**config.mk**
```make
export PLATFORM = sky130hd
export DESIGN_NAME = tl_ul_arb_2m
export DESIGN_NICKNAME = d
export VERILOG_FILES = /design/src/rtl/tl_ul_arb_2m.sv
export SDC_FILE = /design/constraint.sdc
export NUM_CORES = 1
export LEC_CHECK = 0
export BUFFER_PORTS_ARGS = -buffer_cell sky130_fd_sc_hd__buf_2
export CORE_AREA = 2 2 152 154
export DETAILED_ROUTE_END_ITERATION = 16
export DIE_AREA = 0 0 154 156
export HOLD_SLACK_MARGIN = 0.05
export PLACE_DENSITY = 0.47
export SLEW_MARGIN = 20
export SYNTH_ARGS = -nofsm -noshare
export SYNTH_HDL_FRONTEND = slang
export SYNTH_SLANG_ARGS = --single-unit
export TNS_END_PERCENT = 5
```
**constraint.sdc**
```tcl
create_clock -name clk -period 4.21 [get_ports clk]
set_input_delay 0.842 -clock clk [delete_from_list [all_inputs] [get_ports clk]]
set_output_delay 0.842 -clock clk [all_outputs]
set_load 0.005 [all_outputs]
```
**src/rtl/tl_ul_arb_2m.sv**
```systemverilog
// Two-master TileLink-UL arbiter.
// Channel A: round-robin grant between m0/m1, locked onto the presented master
//   until its beat is accepted; a_source_out = {grant index, master source}.
// Channel D: routed back to the master named by d_source_in[1]; a beat for a
//   master with no outstanding requests is consumed and flagged in err_unexp.
// Ports: clk, reset (async active-low), m0_*/m1_* master A/D channels,
//   a_*_out / a_ready_out downstream A, d_*_in / d_ready_in downstream D,
//   outst0/outst1 outstanding counts, err_unexp sticky error.
module tl_ul_arb_2m #(
  parameter int unsigned ADDR_WIDTH   = 32,
  parameter int unsigned DATA_WIDTH   = 32,
  parameter int unsigned MASK_WIDTH   = DATA_WIDTH / 8,
  parameter int unsigned SIZE_WIDTH   = 3,
  parameter int unsigned OPCODE_WIDTH = 3,
  parameter int unsigned PARAM_WIDTH  = 3,
  parameter int unsigned SINK_WIDTH   = 1,
  parameter int unsigned MAX_OUTST    = 4
) (
  input  logic                    clk,
  input  logic                    reset,
  // master 0 A
  input  logic                    m0_a_valid,
  output logic                    m0_a_ready,
  input  logic [OPCODE_WIDTH-1:0] m0_a_opcode,
  input  logic [PARAM_WIDTH-1:0]  m0_a_param,
  input  logic [SIZE_WIDTH-1:0]   m0_a_size,
  input  logic [ADDR_WIDTH-1:0]   m0_a_address,
  input  logic [MASK_WIDTH-1:0]   m0_a_mask,
  input  logic [DATA_WIDTH-1:0]   m0_a_data,
  input  logic                    m0_a_source,
  // master 0 D
  output logic                    m0_d_valid,
  input  logic                    m0_d_ready,
  output logic [OPCODE_WIDTH-1:0] m0_d_opcode,
  output logic [PARAM_WIDTH-1:0]  m0_d_param,
  output logic [SIZE_WIDTH-1:0]   m0_d_size,
  output logic [SINK_WIDTH-1:0]   m0_d_sink,
  output logic [DATA_WIDTH-1:0]   m0_d_data,
  output logic                    m0_d_error,
  output logic                    m0_d_source,
  // master 1 A
  input  logic                    m1_a_valid,
  output logic                    m1_a_ready,
  input  logic [OPCODE_WIDTH-1:0] m1_a_opcode,
  input  logic [PARAM_WIDTH-1:0]  m1_a_param,
  input  logic [SIZE_WIDTH-1:0]   m1_a_size,
  input  logic [ADDR_WIDTH-1:0]   m1_a_address,
  input  logic [MASK_WIDTH-1:0]   m1_a_mask,
  input  logic [DATA_WIDTH-1:0]   m1_a_data,
  input  logic                    m1_a_source,
  // master 1 D
  output logic                    m1_d_valid,
  input  logic                    m1_d_ready,
  output logic [OPCODE_WIDTH-1:0] m1_d_opcode,
  output logic [PARAM_WIDTH-1:0]  m1_d_param,
  output logic [SIZE_WIDTH-1:0]   m1_d_size,
  output logic [SINK_WIDTH-1:0]   m1_d_sink,
  output logic [DATA_WIDTH-1:0]   m1_d_data,
  output logic                    m1_d_error,
  output logic                    m1_d_source,
  // downstream A
  output logic                    a_valid_out,
  input  logic                    a_ready_out,
  output logic [OPCODE_WIDTH-1:0] a_opcode_out,
  output logic [PARAM_WIDTH-1:0]  a_param_out,
  output logic [SIZE_WIDTH-1:0]   a_size_out,
  output logic [ADDR_WIDTH-1:0]   a_address_out,
  output logic [MASK_WIDTH-1:0]   a_mask_out,
  output logic [DATA_WIDTH-1:0]   a_data_out,
  output logic [1:0]              a_source_out,
  // downstream D
  input  logic                    d_valid_in,
  output logic                    d_ready_in,
  input  logic [OPCODE_WIDTH-1:0] d_opcode_in,
  input  logic [PARAM_WIDTH-1:0]  d_param_in,
  input  logic [SIZE_WIDTH-1:0]   d_size_in,
  input  logic [SINK_WIDTH-1:0]   d_sink_in,
  input  logic [DATA_WIDTH-1:0]   d_data_in,
  input  logic                    d_error_in,
  input  logic [1:0]              d_source_in,
  // status
  output logic [3:0]              outst0,
  output logic [3:0]              outst1,
  output logic                    err_unexp
);

  localparam int unsigned CNT_W = 4;
  localparam logic [CNT_W-1:0] MAX_CNT = CNT_W'(MAX_OUTST);

  logic rr_ptr;
  logic hold;
  logic held;

  logic elig0, elig1;
  logic grant;
  logic a_hs;
  logic d_tgt;
  logic d_unexp;
  logic d_hs0, d_hs1;
  logic up0, up1;

  // A master may compete only while below its outstanding limit
  assign elig0 = m0_a_valid && (outst0 < MAX_CNT);
  assign elig1 = m1_a_valid && (outst1 < MAX_CNT);

  // Grant selection: locked while a beat is stalled, else round-robin
  always_comb begin
    grant = 1'b0;
    if (hold)               grant = held;
    else if (elig0 && elig1) grant = rr_ptr;
    else if (elig1)          grant = 1'b1;
  end

  // A path: combinational mux, outputs gated off while in reset
  always_comb begin
    a_valid_out   = reset && (grant ? elig1 : elig0);
    m0_a_ready    = reset && a_ready_out && !grant && elig0;
    m1_a_ready    = reset && a_ready_out &&  grant && elig1;
    a_opcode_out  = grant ? m1_a_opcode  : m0_a_opcode;
    a_param_out   = grant ? m1_a_param   : m0_a_param;
    a_size_out    = grant ? m1_a_size    : m0_a_size;
    a_address_out = grant ? m1_a_address : m0_a_address;
    a_mask_out    = grant ? m1_a_mask    : m0_a_mask;
    a_data_out    = grant ? m1_a_data    : m0_a_data;
    a_source_out  = {grant, grant ? m1_a_source : m0_a_source};
  end

  assign a_hs = a_valid_out && a_ready_out;
  assign up0  = a_hs && !grant;
  assign up1  = a_hs &&  grant;

  // D path: route by tag; a beat with no matching request is swallowed
  assign d_tgt   = d_source_in[1];
  assign d_unexp = d_tgt ? (outst1 == '0) : (outst0 == '0);

  always_comb begin
    m0_d_valid = reset && d_valid_in && !d_unexp && !d_tgt;
    m1_d_valid = reset && d_valid_in && !d_unexp &&  d_tgt;
    d_ready_in = reset && (d_unexp || (d_tgt ? m1_d_ready : m0_d_ready));
  end

  assign d_hs0 = m0_d_valid && m0_d_ready;
  assign d_hs1 = m1_d_valid && m1_d_ready;

  assign m0_d_opcode = d_opcode_in;
  assign m0_d_param  = d_param_in;
  assign m0_d_size   = d_size_in;
  assign m0_d_sink   = d_sink_in;
  assign m0_d_data   = d_data_in;
  assign m0_d_error  = d_error_in;
  assign m0_d_source = d_source_in[0];
  assign m1_d_opcode = d_opcode_in;
  assign m1_d_param  = d_param_in;
  assign m1_d_size   = d_size_in;
  assign m1_d_sink   = d_sink_in;
  assign m1_d_data   = d_data_in;
  assign m1_d_error  = d_error_in;
  assign m1_d_source = d_source_in[0];

  // Arbitration state, outstanding counters and sticky error
  always_ff @(posedge clk or negedge reset) begin
    if (!reset) begin
      rr_ptr    <= 1'b0;
      hold      <= 1'b0;
      held      <= 1'b0;
      outst0    <= '0;
      outst1    <= '0;
      err_unexp <= 1'b0;
    end else begin
      if (a_hs) begin
        hold   <= 1'b0;
        rr_ptr <= ~grant;
      end else if (a_valid_out) begin
        hold <= 1'b1;
        held <= grant;
      end

      // Increment is only possible below the limit, decrement only above 0
      case ({up0, d_hs0})
        2'b10:   outst0 <= outst0 + CNT_W'(1);
        2'b01:   outst0 <= outst0 - CNT_W'(1);
        default: outst0 <= outst0;
      endcase
      case ({up1, d_hs1})
        2'b10:   outst1 <= outst1 + CNT_W'(1);
        2'b01:   outst1 <= outst1 - CNT_W'(1);
        default: outst1 <= outst1;
      endcase

      if (d_valid_in && d_unexp) err_unexp <= 1'b1;
    end
  end

endmodule

```
==> flow_metrics.py <==
metrics = {
    "floorplanning": {
        "core.rowCount": 55,
        "core_area_mm2": 0.02237,
        "initial_utilization_pct": 11.92,
        "die_h_um": 156,
        "design.die.area_mm2": 0.02402,
        "i_o_pin_count": 391,
        "die_x_um": 154,
    },
    "timing": {
        "worst_slew_margin_rel_pct": 71.38,
        "fmax_mhz": 284.9,
        "grt_setup_unrepaired": "false",
        "fin_crit_sh_pct": 83.37,
        "hold_violations": 0,
        "hold_ws_ns": 0.4694,
        "fin_setup_tns_ns": 0,
        "report.final.slew_viol_count": 0,
        "report.final.setup_viol": 0,
        "worstMarginPinSlew_ns": 0.4294,
        "worst_clock_skew_ns": 0.003253,
        "period_minus_slack_ns": 3.510,
    },
    "logic_synthesis": {
        "synth.top_cell.area_share_pct": 25.07,
        "ys_seq_area_share_pct": 11.27,
        "post_synth_edffs": 0,
        "postSynth.asyncResetShare_pct": 100.0,
        "synth.most_common_cell": "buf_4",
        "synthCells": 275,
        "netlist_top_cells_area": "buf_4 25%, mux2_4 23%, mux2_2 15%",
        "synth_flop_cell": "dfrtp_1",
        "synthesized_flop_and_latch_total": 12,
        "ys_top_cells_by_count": "89 x buf_4, 40 x mux2_4, 36 x mux2_2",
        "synth_top_cell_by_area": "buf_4",
        "synthDistinctLibCells": 37,
        "post_synth_instance_area_mm2": 0.002665,
        "synth_nets": 492,
        "avgSynthCellArea_um2": 9.691,
        "ys.warnings.count": 0,
    },
    "worst_setup_path": {
        "cp_common_cell": "buf_2",
        "worst_setup_path_end_kind": "primary output",
        "setup.worst_path.class": "in2out",
        "reg2reg_depth": 9,
        "timing.critical_path.max_delay_family": "buffers and inverters",
        "worst-path-max-fanout": 36,
        "worst_path_cell_chain": "buf_2 > or3b_4 > o31ai_4 > buf_12 > mux2_1 > buf_2",
        "crit_path_slowest_cell": "mux2_1",
        "critical_path_buf_inv_count": 3,
        "worst-endpoint-required_ns": 3.37,
        "cpPeakStageDelay_ns": 0.46,
        "cp_data_arrival_time_ns": 2.67,
        "cp-start-kind": "primary input",
        "path_depth": 6,
    },
    "route": {
        "post_drt_wl_per_cell_um": 14.49,
        "via_count_normalized_by_instance_count": 3.459,
        "firstDrtPassIters": 4,
        "drt_wl_total_um": 10480,
        "first_drt_iteration_drcs": 80,
        "route.vias.total": 2501,
        "final_antenna_net_count": 0,
        "remaining_drc_errors": 0,
    },
    "placement": {
        "dp_hpwl_um": 9119,
        "place_congestion": 0.7083,
        "io_buffers": 258,
    },
    "cts": {
        "clkTransAtPathRegs_ns": 0.04,
        "clock-sinks": 12,
        "cts_tree": "done",
        "hold_bufs_at_cts": 0,
        "worst_skew_pair.late_latency_ns": 0.24,
        "cts_buffer_depth": 2,
        "numCtsBuffers": 3,
        "postCtsSetupRepairBufs": 0,
        "cts-htree-levels": 1,
        "cts_repair_resize_count": 0,
        "clk_root_buffer_cell": "clkbuf_16",
    },
    "finish": {
        "syn2layout_area_growth_pct": 37.70,
        "fraction_of_layout_cells_with_a_size_suffix_above_1_pct": 78.31,
        "n_fill_cell": 2513,
        "final_nets": 657,
        "total_inserted_antenna_cells": 0,
    },
    "global_routing": {
        "antenna_found_initial": 2,
        "groute.usage.overall_pct": 7.653,
        "first_global_vias": 2372,
        "global_route_wire_length_before_repair_um": 14070,
        "grt.overflow.total": 0,
        "grt_max_degree": 46,
    },
    "power_and_ir_drop": {
        "clock_power_share_pct": 9.9,
        "p_sw_share_pct": 39.55,
        "max-vdd-ir-drop_mv": 0.2367,
        "powerDensity_mw_per_mm2": 463.9,
        "p_switching_uw": 673.4,
        "internal-power_mw": 1.029,
        "pwr-share-comb_pct": 76.4,
        "power.share.sequential_pct": 13.6,
        "power.static_leakage_nw": 1.905,
    },
    "run_status": {
        "run_status": "finished, final reports clean",
    },
    "job": {
        "cap_violations": 0,
    },
    "worst_hold_path": {
        "worstHoldPathCells": 1,
        "worstHoldPathType": "reg2reg",
    },
}
per-layer routing:
| metal | track usage [%] | part of all wire [%] | wire length, um | vias to the layer above |
|---|---|---|---|---|
| met5 | 0 | 0 | 0 | - |
| met4 | 1.157 | 0.73 | 77 | 0 |
| met3 | 4.083 | 14 | 1474 | 9 |
| met2 | 12.39 | 46 | 4814 | 213 |
| met1 | 9.156 | 39 | 4111 | 1099 |
| li1 | - | - | - | 1180 |
final cells by class:
cell class | instances | area [um2] | area share [%]
Multi-Input combinational cell | 149 | 1554 | 42.35
Timing Repair Buffer | 260 | 1331 | 36.28
Tap cell | 285 | 356.6 | 9.717
Sequential cell | 12 | 300.3 | 8.183
Clock buffer | 3 | 75.07 | 2.046
Inverter | 14 | 52.55 | 1.432
power groups by stage:
stage                     sequential, mW  combinational [mW]  clock, mW
after floorplan                    0.222               0.938          0
after global placement             0.236                1.32          0
after detailed placement           0.233                1.32          0
after CTS                          0.233                1.32      0.174
after global routing               0.241                1.41      0.184
final                              0.232                1.30      0.169
stage by stage:
stage | power [mW] | instance area (um2) | cells | setup WS (ns) | util, %
floorplan | 1.160 | 2665 | 275 | 0.9671 | -
global placement | 1.551 | 3595 | 720 | 0.6590 | 16.07
detailed placement | 1.551 | 3595 | 720 | 0.5655 | 16.07
CTS | 1.727 | 3670 | 723 | 0.7108 | 16.41
global route | 1.840 | 3670 | 723 | 0.5616 | 16.41
finish | 1.703 | 3670 | 723 | 0.7001 | 16.41
cells by family after synthesis:
logic type,synth area share [%]
xor+xnor,1.315
fa+ha+maj,4.319
compound gates,4.132
mux,40.14
simple gates,8.404
flops,11.27
buf+inv,30.42
cells in the final DEF (no fill, tap or decap), drive strengths merged, types with 2 or more instances in the layout:
| master | count |
|---|---|
| nand2b | 3 |
| ha | 6 |
| nor4 | 4 |
| nand3 | 2 |
| inv | 14 |
| nand2 | 8 |
| nand4b | 3 |
| fa | 2 |
| mux2i | 3 |
| o311ai | 2 |
| dfrtp | 12 |
| xor2 | 2 |
| buf | 260 |
| clkbuf | 3 |
| nor3b | 2 |
| a21oi | 2 |
| xnor2 | 2 |
| o21ai | 8 |
| nor2b | 2 |
| or3 | 2 |
| nor2 | 6 |
| nor3 | 2 |
| or3b | 2 |
| mux2 | 79 |
registers in the layout (all words and copies together) (netlist names):
register   count
err_unexp      1
held           1
hold           1
outst0         4
outst1         4
rr_ptr         1
final timing paths:
check	start	to	slack, ns
max in group asynchronous	reset	outst1[3]$_DFFE_PN0P_	3.44
hold / removal	err_unexp$_DFFE_PN0P_	err_unexp$_DFFE_PN0P_	0.47
min in group asynchronous	reset	err_unexp$_DFFE_PN0P_	0.51
setup reg to reg	outst1[3]$_DFFE_PN0P_	outst0[3]$_DFFE_PN0P_	1.02
hold reg to reg	err_unexp$_DFFE_PN0P_	err_unexp$_DFFE_PN0P_	0.47
setup / recovery	m1_a_valid	a_data_out[28]	0.70
Note: power is estimated with default switching activity, not from simulation.
